===== src/rtl/mac_feeder.sv =====
// mac_feeder: operand sequencer and result checker for the MAC datapath.
//
// A host preloads an N-entry input buffer and an N-entry weight buffer while
// the block is idle. A start pulse streams the N operand pairs to the MAC
// with both data strobes high, waits LAT cycles, captures mac_out and
// compares it with a signed dot product accumulated internally.
//
// Handshake: there is no back-pressure. Writes and start are only honoured
// while idle (busy=0); the strobes mark exactly the N cycles in which
// feed_in/feed_w carry valid operands; result_valid is a single-cycle pulse
// during which result, expected and mismatch are all valid.
//
// Ports:
//   clk, reset              clock, synchronous active-high reset
//   wr_en/wr_sel/wr_addr/wr_data   buffer write port (sel 0=input, 1=weight)
//   start                   begin a run (idle only)
//   feed_in, feed_w         operands to the MAC
//   strobe_in, strobe_w     operand strobes
//   mac_out                 result returned by the MAC
//   result, expected        captured MAC result and internal dot product
//   result_valid            one-cycle pulse, result/expected valid
//   mismatch                result != expected, held until the next run
//   busy                    run in progress
module mac_feeder #(
   parameter int DW  = 4,
   parameter int N   = 4,
   parameter int AW  = 2,
   parameter int LAT = 3
) (
   input  logic            clk,
   input  logic            reset,
   input  logic            wr_en,
   input  logic            wr_sel,
   input  logic [AW-1:0]   wr_addr,
   input  logic [DW-1:0]   wr_data,
   input  logic            start,
   output logic [DW-1:0]   feed_in,
   output logic [DW-1:0]   feed_w,
   output logic            strobe_in,
   output logic            strobe_w,
   input  logic [2*DW-1:0] mac_out,
   output logic [2*DW-1:0] result,
   output logic [2*DW-1:0] expected,
   output logic            result_valid,
   output logic            mismatch,
   output logic            busy
);

   typedef enum logic [1:0] {
      S_IDLE   = 2'd0,
      S_ISSUE  = 2'd1,
      S_WAIT   = 2'd2,
      S_REPORT = 2'd3
   } state_t;

   localparam int CW = (LAT > 1) ? $clog2(LAT) : 1;
   localparam logic [AW:0]   N_W      = (AW+1)'(N);
   localparam logic [AW-1:0] LAST_IDX = AW'(N-1);
   localparam logic [CW-1:0] LAST_WT  = CW'(LAT-1);

   state_t          state_q;
   logic [AW-1:0]   idx_q;       // index currently on feed_in/feed_w
   logic [CW-1:0]   wait_q;
   logic [DW-1:0]   inbuf_q [N];
   logic [DW-1:0]   wbuf_q  [N];
   logic [DW-1:0]   inbuf_d [N];
   logic [DW-1:0]   wbuf_d  [N];
   logic [DW-1:0]   feed_in_q;
   logic [DW-1:0]   feed_w_q;
   logic            strobe_q;
   logic [2*DW-1:0] result_q;
   logic [2*DW-1:0] expected_q;
   logic            result_valid_q;
   logic            mismatch_q;
   logic            busy_q;
   logic [2*DW-1:0] prod;

   // Post-write view of the buffers. Loading the first operand pair from the
   // _d view lets a write in the same cycle as start reach the run.
   always_comb begin
      inbuf_d = inbuf_q;
      wbuf_d  = wbuf_q;
      if (state_q == S_IDLE && wr_en && ({1'b0, wr_addr} < N_W)) begin
         if (wr_sel) wbuf_d[wr_addr]  = wr_data;
         else        inbuf_d[wr_addr] = wr_data;
      end
   end

   // Sign-extend both operands to 2*DW so the truncated product is the
   // correct signed product modulo 2^(2*DW).
   assign prod = {{DW{feed_in_q[DW-1]}}, feed_in_q} *
                 {{DW{feed_w_q[DW-1]}},  feed_w_q};

   always_ff @(posedge clk) begin
      if (reset) begin
         state_q        <= S_IDLE;
         idx_q          <= '0;
         wait_q         <= '0;
         for (int i = 0; i < N; i++) begin
            inbuf_q[i] <= '0;
            wbuf_q[i]  <= '0;
         end
         feed_in_q      <= '0;
         feed_w_q       <= '0;
         strobe_q       <= 1'b0;
         result_q       <= '0;
         expected_q     <= '0;
         result_valid_q <= 1'b0;
         mismatch_q     <= 1'b0;
         busy_q         <= 1'b0;
      end else begin
         inbuf_q <= inbuf_d;
         wbuf_q  <= wbuf_d;
         case (state_q)
            S_IDLE: begin
               result_valid_q <= 1'b0;
               if (start) begin
                  state_q    <= S_ISSUE;
                  idx_q      <= '0;
                  expected_q <= '0;
                  mismatch_q <= 1'b0;
                  busy_q     <= 1'b1;
                  strobe_q   <= 1'b1;
                  feed_in_q  <= inbuf_d[0];
                  feed_w_q   <= wbuf_d[0];
               end
            end
            S_ISSUE: begin
               // Accumulate the pair shown during the cycle just ending.
               expected_q <= expected_q + prod;
               if (idx_q == LAST_IDX) begin
                  state_q   <= S_WAIT;
                  wait_q    <= '0;
                  strobe_q  <= 1'b0;
                  feed_in_q <= '0;
                  feed_w_q  <= '0;
               end else begin
                  idx_q     <= idx_q + AW'(1);
                  feed_in_q <= inbuf_q[idx_q + AW'(1)];
                  feed_w_q  <= wbuf_q[idx_q + AW'(1)];
               end
            end
            S_WAIT: begin
               if (wait_q == LAST_WT) begin
                  state_q        <= S_REPORT;
                  result_q       <= mac_out;
                  mismatch_q     <= (mac_out != expected_q);
                  result_valid_q <= 1'b1;
               end else begin
                  wait_q <= wait_q + CW'(1);
               end
            end
            S_REPORT: begin
               state_q        <= S_IDLE;
               result_valid_q <= 1'b0;
               busy_q         <= 1'b0;
            end
            default: state_q <= S_IDLE;
         endcase
      end
   end

   assign feed_in      = feed_in_q;
   assign feed_w       = feed_w_q;
   assign strobe_in    = strobe_q;
   assign strobe_w     = strobe_q;
   assign result       = result_q;
   assign expected     = expected_q;
   assign result_valid = result_valid_q;
   assign mismatch     = mismatch_q;
   assign busy         = busy_q;

endmodule


===== config.mk =====
export PLATFORM = sky130hd
export DESIGN_NAME = mac_feeder
export DESIGN_NICKNAME = d
export VERILOG_FILES = /design/src/rtl/mac_feeder.sv
export SDC_FILE = /design/constraint.sdc
export NUM_CORES = 1
export LEC_CHECK = 0
export BUFFER_PORTS_ARGS = -buffer_cell sky130_fd_sc_hd__buf_2
export CAP_MARGIN = 30
export CORE_ASPECT_RATIO = 0.75
export CORE_MARGIN = 2
export CORE_UTILIZATION = 33
export CTS_CLUSTER_SIZE = 28
export DETAILED_ROUTE_END_ITERATION = 8
export PLACE_DENSITY = 0.57
export SYNTH_ARGS = -nofsm -noshare
export SYNTH_HDL_FRONTEND = slang
export SYNTH_SLANG_ARGS = --single-unit

===== constraint.sdc =====
create_clock -name clk -period 4.6 [get_ports clk]
set_input_delay 0.92 -clock clk [delete_from_list [all_inputs] [get_ports clk]]
set_output_delay 0.92 -clock clk [all_outputs]
set_load 0.005 [all_outputs]

==> out/results.ini, run 1 <==
[outcome]
status = finished clean

[cells_and_area]
drive_above_1_share_pct = 16.7
n_fill_cell = 1102
nNetsFinal = 499
antenna_cells = 0
final_cell_area_um2 = 4360
finalNonFillerCells = 588
area_growth_pct = 15.6

[floorplan]
initial_core_util_pct = 34.2
num_io_pins = 48
fp-row-count = 33
die_h_um = 96.5
core_um2 = 11000
die_w_um = 127
dieArea_um2 = 12300

[timing]
period_share_pct = 75.8
hold_violations = 0
setup_viol_count_final = 0
fin_hold_ws_ns = 0.452
max_clock_freq_mhz = 287
slew_violations = 0
rsz0062_at_grt = no
tns_ns = 0
worstMarginPinSlew_ns = 0.838
max_slew_margin_pct = 44.1
fin_crit_ns = 3.49
finClkSkew_ns = 0.00508

[clock_tree]
clockRootBuffer = clkbuf_16
cts_resized = 0
cts.sinks = 66
cts.reportedPaths.clkPinSlew_ns = 0.05
htree_levels = 3
cts_tree = yes
hold_buffers = 0
cts_buffer_depth = 2
clk_latency_ns = 0.33
cts_buffers = 9
cts_setup_buffers = 0

[synthesis]
synth_nets = 463
synth_cells = 408
synth_largest_area_cell = dfxtp_1
synth_seq_area_share_pct = 35.1
synthFlopType = dfxtp_1
synth.most_common_cell = dfxtp_1
ys_async_sr_fraction_pct = 0
yosysWarnings = 0
ys_types = 39
synthesis.area_um2 = 3770
synth_top_area_share_pct = 35.1
yosys_register_bits = 66
synth.area.top_cells = dfxtp_1 35%, fa_1 7.4%, mux2i_1 7.4%
synthTopCellsByCount = 66 x dfxtp_1, 50 x nor2_1, 33 x nand2_1, 31 x a21oi_1, 31 x inv_1
syn-mean-instance-area_um2 = 9.23
synth-edff-count = 0

[global_routing]
grt_max_degree = 59
grt_pass1_vias = 2656
grt_pass1_wl_um = 13800
grt_usage_pct = 14.6
antenna_found_initial = 0
grt_overflow = 0

[worst_setup_path]
max_stage_delay_ns = 0.54
start_kind = register
crit_type = reg -> reg
crit_path_start = feed_in[3]$_SDFFE_PP0P_
reg2reg_depth = 12
worstPathCellList = and2_1, fa_1, inv_1, fa_1, fa_1, inv_1, fa_1, a21o_1, a21oi_1, xnor2_1, a22oi_1, nor2_1
end_kind = register
cp_max_fo = 6
cp_common_cell = fa_1
r2r_setup_slack_ns = 1.11
r2r-start = feed_in[3]$_SDFFE_PP0P_
cp_slowest_cell = fa_1
crit_arrival_ns = 3.69
critPathRequiredTime_ns = 4.80
r2r-end = expected[6]$_SDFFE_PP0P_
cp-endpoint = expected[6]$_SDFFE_PP0P_

[place]
dp.cells = 573
gp_congestion = 0.839
dpl.hpwl_um = 6230
place_area_um2 = 4070
io_buffer_count = 47

[detailed_routing]
vias = 2862
drt-initial-drc-count = 121
drt-pass1-iter-count = 4
ant_nets = 0
routedWlPerCell_um = 14.7
viasPerCell = 4.87
wirelength_um = 8630
route.detailed.drc = 0

[power]
power_density_nw_per_um2 = 539
power.leakage_uw = 0.00191
ir_worst_vdd_uv = 202

[hold_path]
hold_path.class = reg -> reg

[job]
cap_viol_max_count = 0

-- area by class of cell --
type                    instances  area, µm²  area share, %
clock buffers                  12        246           5.66
clock inverters                 3       40.0          0.919
inverters                      31        116           2.67
multi-input cells             287       2210           50.6
flip-flops and latches         66       1320           30.3
well taps                     140        175           4.02
repair buffers                 49        250           5.75
-- cell usage in the layout, fill, tap and decap left out, types with 2 or more instances in the layout --
master,Yosys,final
o21ai_1,6,6
buf_4,6,2
nand2b_1,5,5
nor3_1,3,3
nand2_1,33,33
a21o_1,2,2
nor2b_1,3,3
clkbuf_16,0,9
dfxtp_1,66,66
o211a_1,8,8
xnor2_1,15,15
xor2_1,2,2
ha_1,22,22
inv_1,31,31
and2_1,12,12
clkbuf_1,9,2
nand3_1,7,7
buf_2,8,47
fa_1,14,14
o21ai_0,12,12
mux2i_1,28,28
mux4_2,8,8
nor2_1,50,50
clkinv_2,0,2
nand4_1,3,3
nor3_2,2,2
a22oi_1,9,9
a21oi_1,31,31
-- layer usage --
layer,global-route usage (%),part of all wire [%]
met5,0,0
met4,4.85,1.5
met3,4.79,4.7
met2,21.7,42
met1,20.0,52
-- power breakdown --
part | leakage (µW) | switching [µW] | total (µW) | internal, µW
combinational | 0.00123 | 550 | 923 | 373
sequential | 0.000535 | 98.9 | 744 | 645
clock | 0.000142 | 250 | 680 | 430
-- critical path: cells and delay by family (launching register included) --
family	cells	cell delay (ns)
adder cells (fa/ha/maj)	4	1.87
AO/OA/AOI/OAI	3	0.51
flip-flops	1	0.41
AND/OR/NAND/NOR	2	0.35
buffers and inverters	2	0.14
XOR/XNOR	1	0.08
-- worst min-delay path by stage --
stage	from	slack, ns	to	cells after the start
4_1_cts	result[0]$_SDFFE_PP0P_	0.45	result[0]$_SDFFE_PP0P_	2
5_1_grt	result[0]$_SDFFE_PP0P_	0.47	result[0]$_SDFFE_PP0P_	2
3_5_place_dp	result[0]$_SDFFE_PP0P_	0.45	result[0]$_SDFFE_PP0P_	2
3_3_place_gp	result[3]$_SDFFE_PP0P_	0.44	result[3]$_SDFFE_PP0P_	2
2_1_floorplan	register	0.43	register	2
6_report	result[0]$_SDFFE_PP0P_	0.45	result[0]$_SDFFE_PP0P_	2
-- cell families (layout without fill, tap and decap cells) --
logic type | after synthesis | in the layout | synth area share [%]
buffers and inverters | 55 | 95 | 6.35
multiplexers | 37 | 37 | 12.5
XOR/XNOR | 17 | 17 | 3.95
AND/OR/NAND/NOR | 123 | 123 | 15.2
adder cells (fa/ha/maj) | 36 | 36 | 14.8
flip-flops | 66 | 66 | 35.1
AO/OA/AOI/OAI | 74 | 74 | 12.1
-- per-stage QoR --
stage          power (µW)  utilization [%]  worst slack [ns]
5_1_grt              2510             39.5             0.885
6_report             2350             39.5              1.11
4_1_cts              2360             39.5              1.12
3_5_place_dp         1680             36.9              1.12
2_1_floorplan        1440                -              1.29
3_3_place_gp         1660             36.8              1.16
No activity file was read; power rests on OpenSTA's default activity.
==> inputs of run 2 (changes only) <==
ABC_AREA = 1   (was unset)
clock period = 3.25 ns   (was 4.6 ns; I/O delays follow)
==> out/results.ini, run 2 <==
[outcome]
status = finished clean

[job]
cap_viol_max_count = 0  ; unchanged

[floorplan]
die_w_um = 129  ; +1.2%
dieArea_um2 = 12600  ; +2.5%
num_io_pins = 48  ; unchanged
fp-row-count = 34  ; +3.0%
core_um2 = 11500  ; +4.2%
die_h_um = 97.7  ; +1.2%
initial_core_util_pct = 33.6  ; -0.53 points

[place]
dp.cells = 722  ; +26%
io_buffer_count = 47  ; unchanged
gp_congestion = 0.796  ; -5.1%
place_area_um2 = 4330  ; +6.4%
dpl.hpwl_um = 7250  ; +16%

[detailed_routing]
routedWlPerCell_um = 13.1  ; -11%
viasPerCell = 4.71  ; -3.3%
vias = 3479  ; +22%
route.detailed.drc = 0  ; unchanged
drt-initial-drc-count = 186  ; +54%
drt-pass1-iter-count = 5  ; +1
ant_nets = 0  ; unchanged
wirelength_um = 9680  ; +12%

[timing]
finClkSkew_ns = 0.00578  ; +0.000699 ns
fin_hold_ws_ns = 0.467  ; +0.0147 ns
worstMarginPinSlew_ns = 0.664  ; -0.174 ns
max_clock_freq_mhz = 318  ; +11%
setup_viol_count_final = 0  ; unchanged
max_slew_margin_pct = 55.7  ; +12 points
fin_crit_ns = 3.15  ; -0.343 ns
hold_violations = 0  ; unchanged
slew_violations = 0  ; unchanged
period_share_pct = 96.8  ; +21 points
tns_ns = 0  ; unchanged

[worst_setup_path]
cp_slowest_cell = fa_1
worstPathCellList = inv_1, or2_4, fa_1, fa_1, fa_1, inv_2, fa_2, a21oi_2, o21bai_1, xor2_1, nand2_1, a21oi_2
crit_arrival_ns = 3.40  ; -0.29 ns
end_kind = register
cp_common_cell = fa_1
critPathRequiredTime_ns = 3.51  ; -1.29 ns
r2r-end = expected[6]$_SDFFE_PP0P_
cp_max_fo = 3  ; -3
r2r-start = feed_w[3]$_SDFFE_PP0P_
crit_type = reg -> reg
reg2reg_depth = 12  ; unchanged
crit_path_start = feed_w[3]$_SDFFE_PP0P_
max_stage_delay_ns = 0.51  ; -0.03 ns
start_kind = register
r2r_setup_slack_ns = 0.10  ; -1.01 ns

[cells_and_area]
final_cell_area_um2 = 4750  ; +9.0%
antenna_cells = 0  ; unchanged
area_growth_pct = 22.9
layout_commonest_cell = nor2_1
drive_above_1_share_pct = 20.8  ; +4.1 points
finalNonFillerCells = 739  ; +26%
utilization_pct = 41.3  ; +1.8 points
nNetsFinal = 645  ; +29%
n_fill_cell = 1181  ; +7.2%
final_cell_mix = 88 x nor2_1, 78 x inv_1, 75 x nand2_1

[global_routing]
grt_usage_pct = 15.7  ; +1.1 points
grt_overflow = 0  ; unchanged
grt_pass1_vias = 3289  ; +24%
grt_pass1_wl_um = 15700  ; +14%
antenna_found_initial = 0  ; unchanged
grt_max_degree = 46  ; -22%

[synthesis]
syn-mean-instance-area_um2 = 7.29  ; -21%
ys_async_sr_fraction_pct = 0  ; unchanged
synth_cells = 530  ; +30%
synth.area.top_cells = dfxtp_1 34%, nor2_1 8.6%, inv_1 8.1%
synth_seq_area_share_pct = 34.2  ; -0.88 points
synth_largest_area_cell = dfxtp_1
synthesis.area_um2 = 3860  ; +2.6%
yosys_register_bits = 66  ; unchanged
yosysWarnings = 0  ; unchanged
synthFlopType = dfxtp_1
synth_top_area_share_pct = 34.2  ; -0.88 points
ys_types = 34  ; -13%
synth-edff-count = 0  ; unchanged
synthTopCellsByCount = 88 x nor2_1, 83 x inv_1, 77 x nand2_1, 66 x dfxtp_1, 60 x o21ai_0
synth.most_common_cell = nor2_1
synth_nets = 585  ; +26%

[clock_tree]
cts_buffer_depth = 2  ; unchanged
cts.sinks = 66  ; unchanged
cts_tree = yes
cts_buffers = 9  ; unchanged
htree_levels = 3  ; unchanged
clockRootBuffer = clkbuf_16
clk_latency_ns = 0.33  ; about the same
cts.reportedPaths.clkPinSlew_ns = 0.05  ; about the same

[hold_path]
worstHoldStart = idx_q[1]$_SDFFE_PP0P_
min_delay_path_depth = 2  ; unchanged
hold_path.class = reg -> reg
min_to = idx_q[1]$_SDFFE_PP0P_

[power]
ir_worst_vdd_uv = 310  ; +53%
power_density_nw_per_um2 = 732  ; +36%
power.leakage_uw = 0.00231  ; +21%

[run 2: critical path: cells and delay by family, from the launching register on]
family | cells | cell delay [ns]
xor gates and xnor gates | 1 | 0.15
DFF | 1 | 0.32
adders and majority gates | 4 | 1.82
AOI/OAI and AO/OA | 3 | 0.39
and+or+nand+nor | 2 | 0.31
buffers and inverters | 2 | 0.10
[run 2: worst max path at each step]
stage	endpoint	slack, ns
after global placement	expected[6]$_SDFFE_PP0P_	0.02
after global routing	expected[7]$_SDFFE_PP0P_	-0.04
final	expected[6]$_SDFFE_PP0P_	0.10
after floorplan	expected[6]$_SDFFE_PP0P_	0.01
after detailed placement	expected[5]$_SDFFE_PP0P_	-0.02
after CTS	expected[5]$_SDFFE_PP0P_	-0.01
[run 2: logic make-up (layout without fill, tap and decap cells)]
logic type | after synthesis | count (layout) | synth area share, %
xor+xnor | 10 | 10 | 2.27
simple gates | 187 | 187 | 20.2
flops | 66 | 66 | 34.2
buf+inv | 105 | 170 | 10.7
compound gates | 126 | 126 | 18.3
fa+ha+maj | 36 | 36 | 14.4
[run 2: layout make-up]
cell class                      instances  area (µm²)  share of cell area (%)
Multi-Input combinational cell        359        2230                    46.9
Sequential cell                        66        1330                    28.0
Timing Repair Buffer                   65         374                    7.88
Inverter                               89         334                    7.04
Clock buffer                           11         243                    5.11
Tap cell                              144         180                    3.80
Clock inverter                          5        62.6                    1.32
[run 2: timing repair]
| item | CTS | global route |
|---|---|---|
| pin swaps | 0 | 18 |
| hold buffers | 0 | 0 |
| setup buffers | 0 | 1 |
| gates resized for setup | 1 | 25 |
| endpoints found under the hold margin | 0 | 0 |
| gates cloned | 0 | 0 |
| setup endpoints to repair | 2 | 4 |
[run 2: stage by stage]
stage / setup slack [ns] / total power (µW)
floorplan: 0.0125 / 1980
global placement: 0.0153 / 2380
detailed placement: -0.0184 / 2390
CTS: -0.0142 / 3390
global route: -0.0405 / 3760
finish: 0.104 / 3480
[run 2: per-layer routing]
layer / global-route usage, % / share of wire, % / vias up / wire [µm]
met1: 21.0 / 48 / 1587 / 4660
met4: 4.01 / 0.76 / 0 / 74
met3: 4.24 / 6.4 / 5 / 615
met5: 0 / 0 / - / 0
met2: 25.0 / 45 / 81 / 4330
li1: - / - / 1806 / -
[run 2: power by group]
group          total, µW  switching (µW)  internal, µW  leakage (µW)
logic               1500             905           591       0.00163
registers           1000            74.5           927      0.000538
clock network        979             361           618      0.000142
total               3480            1340          2140       0.00231
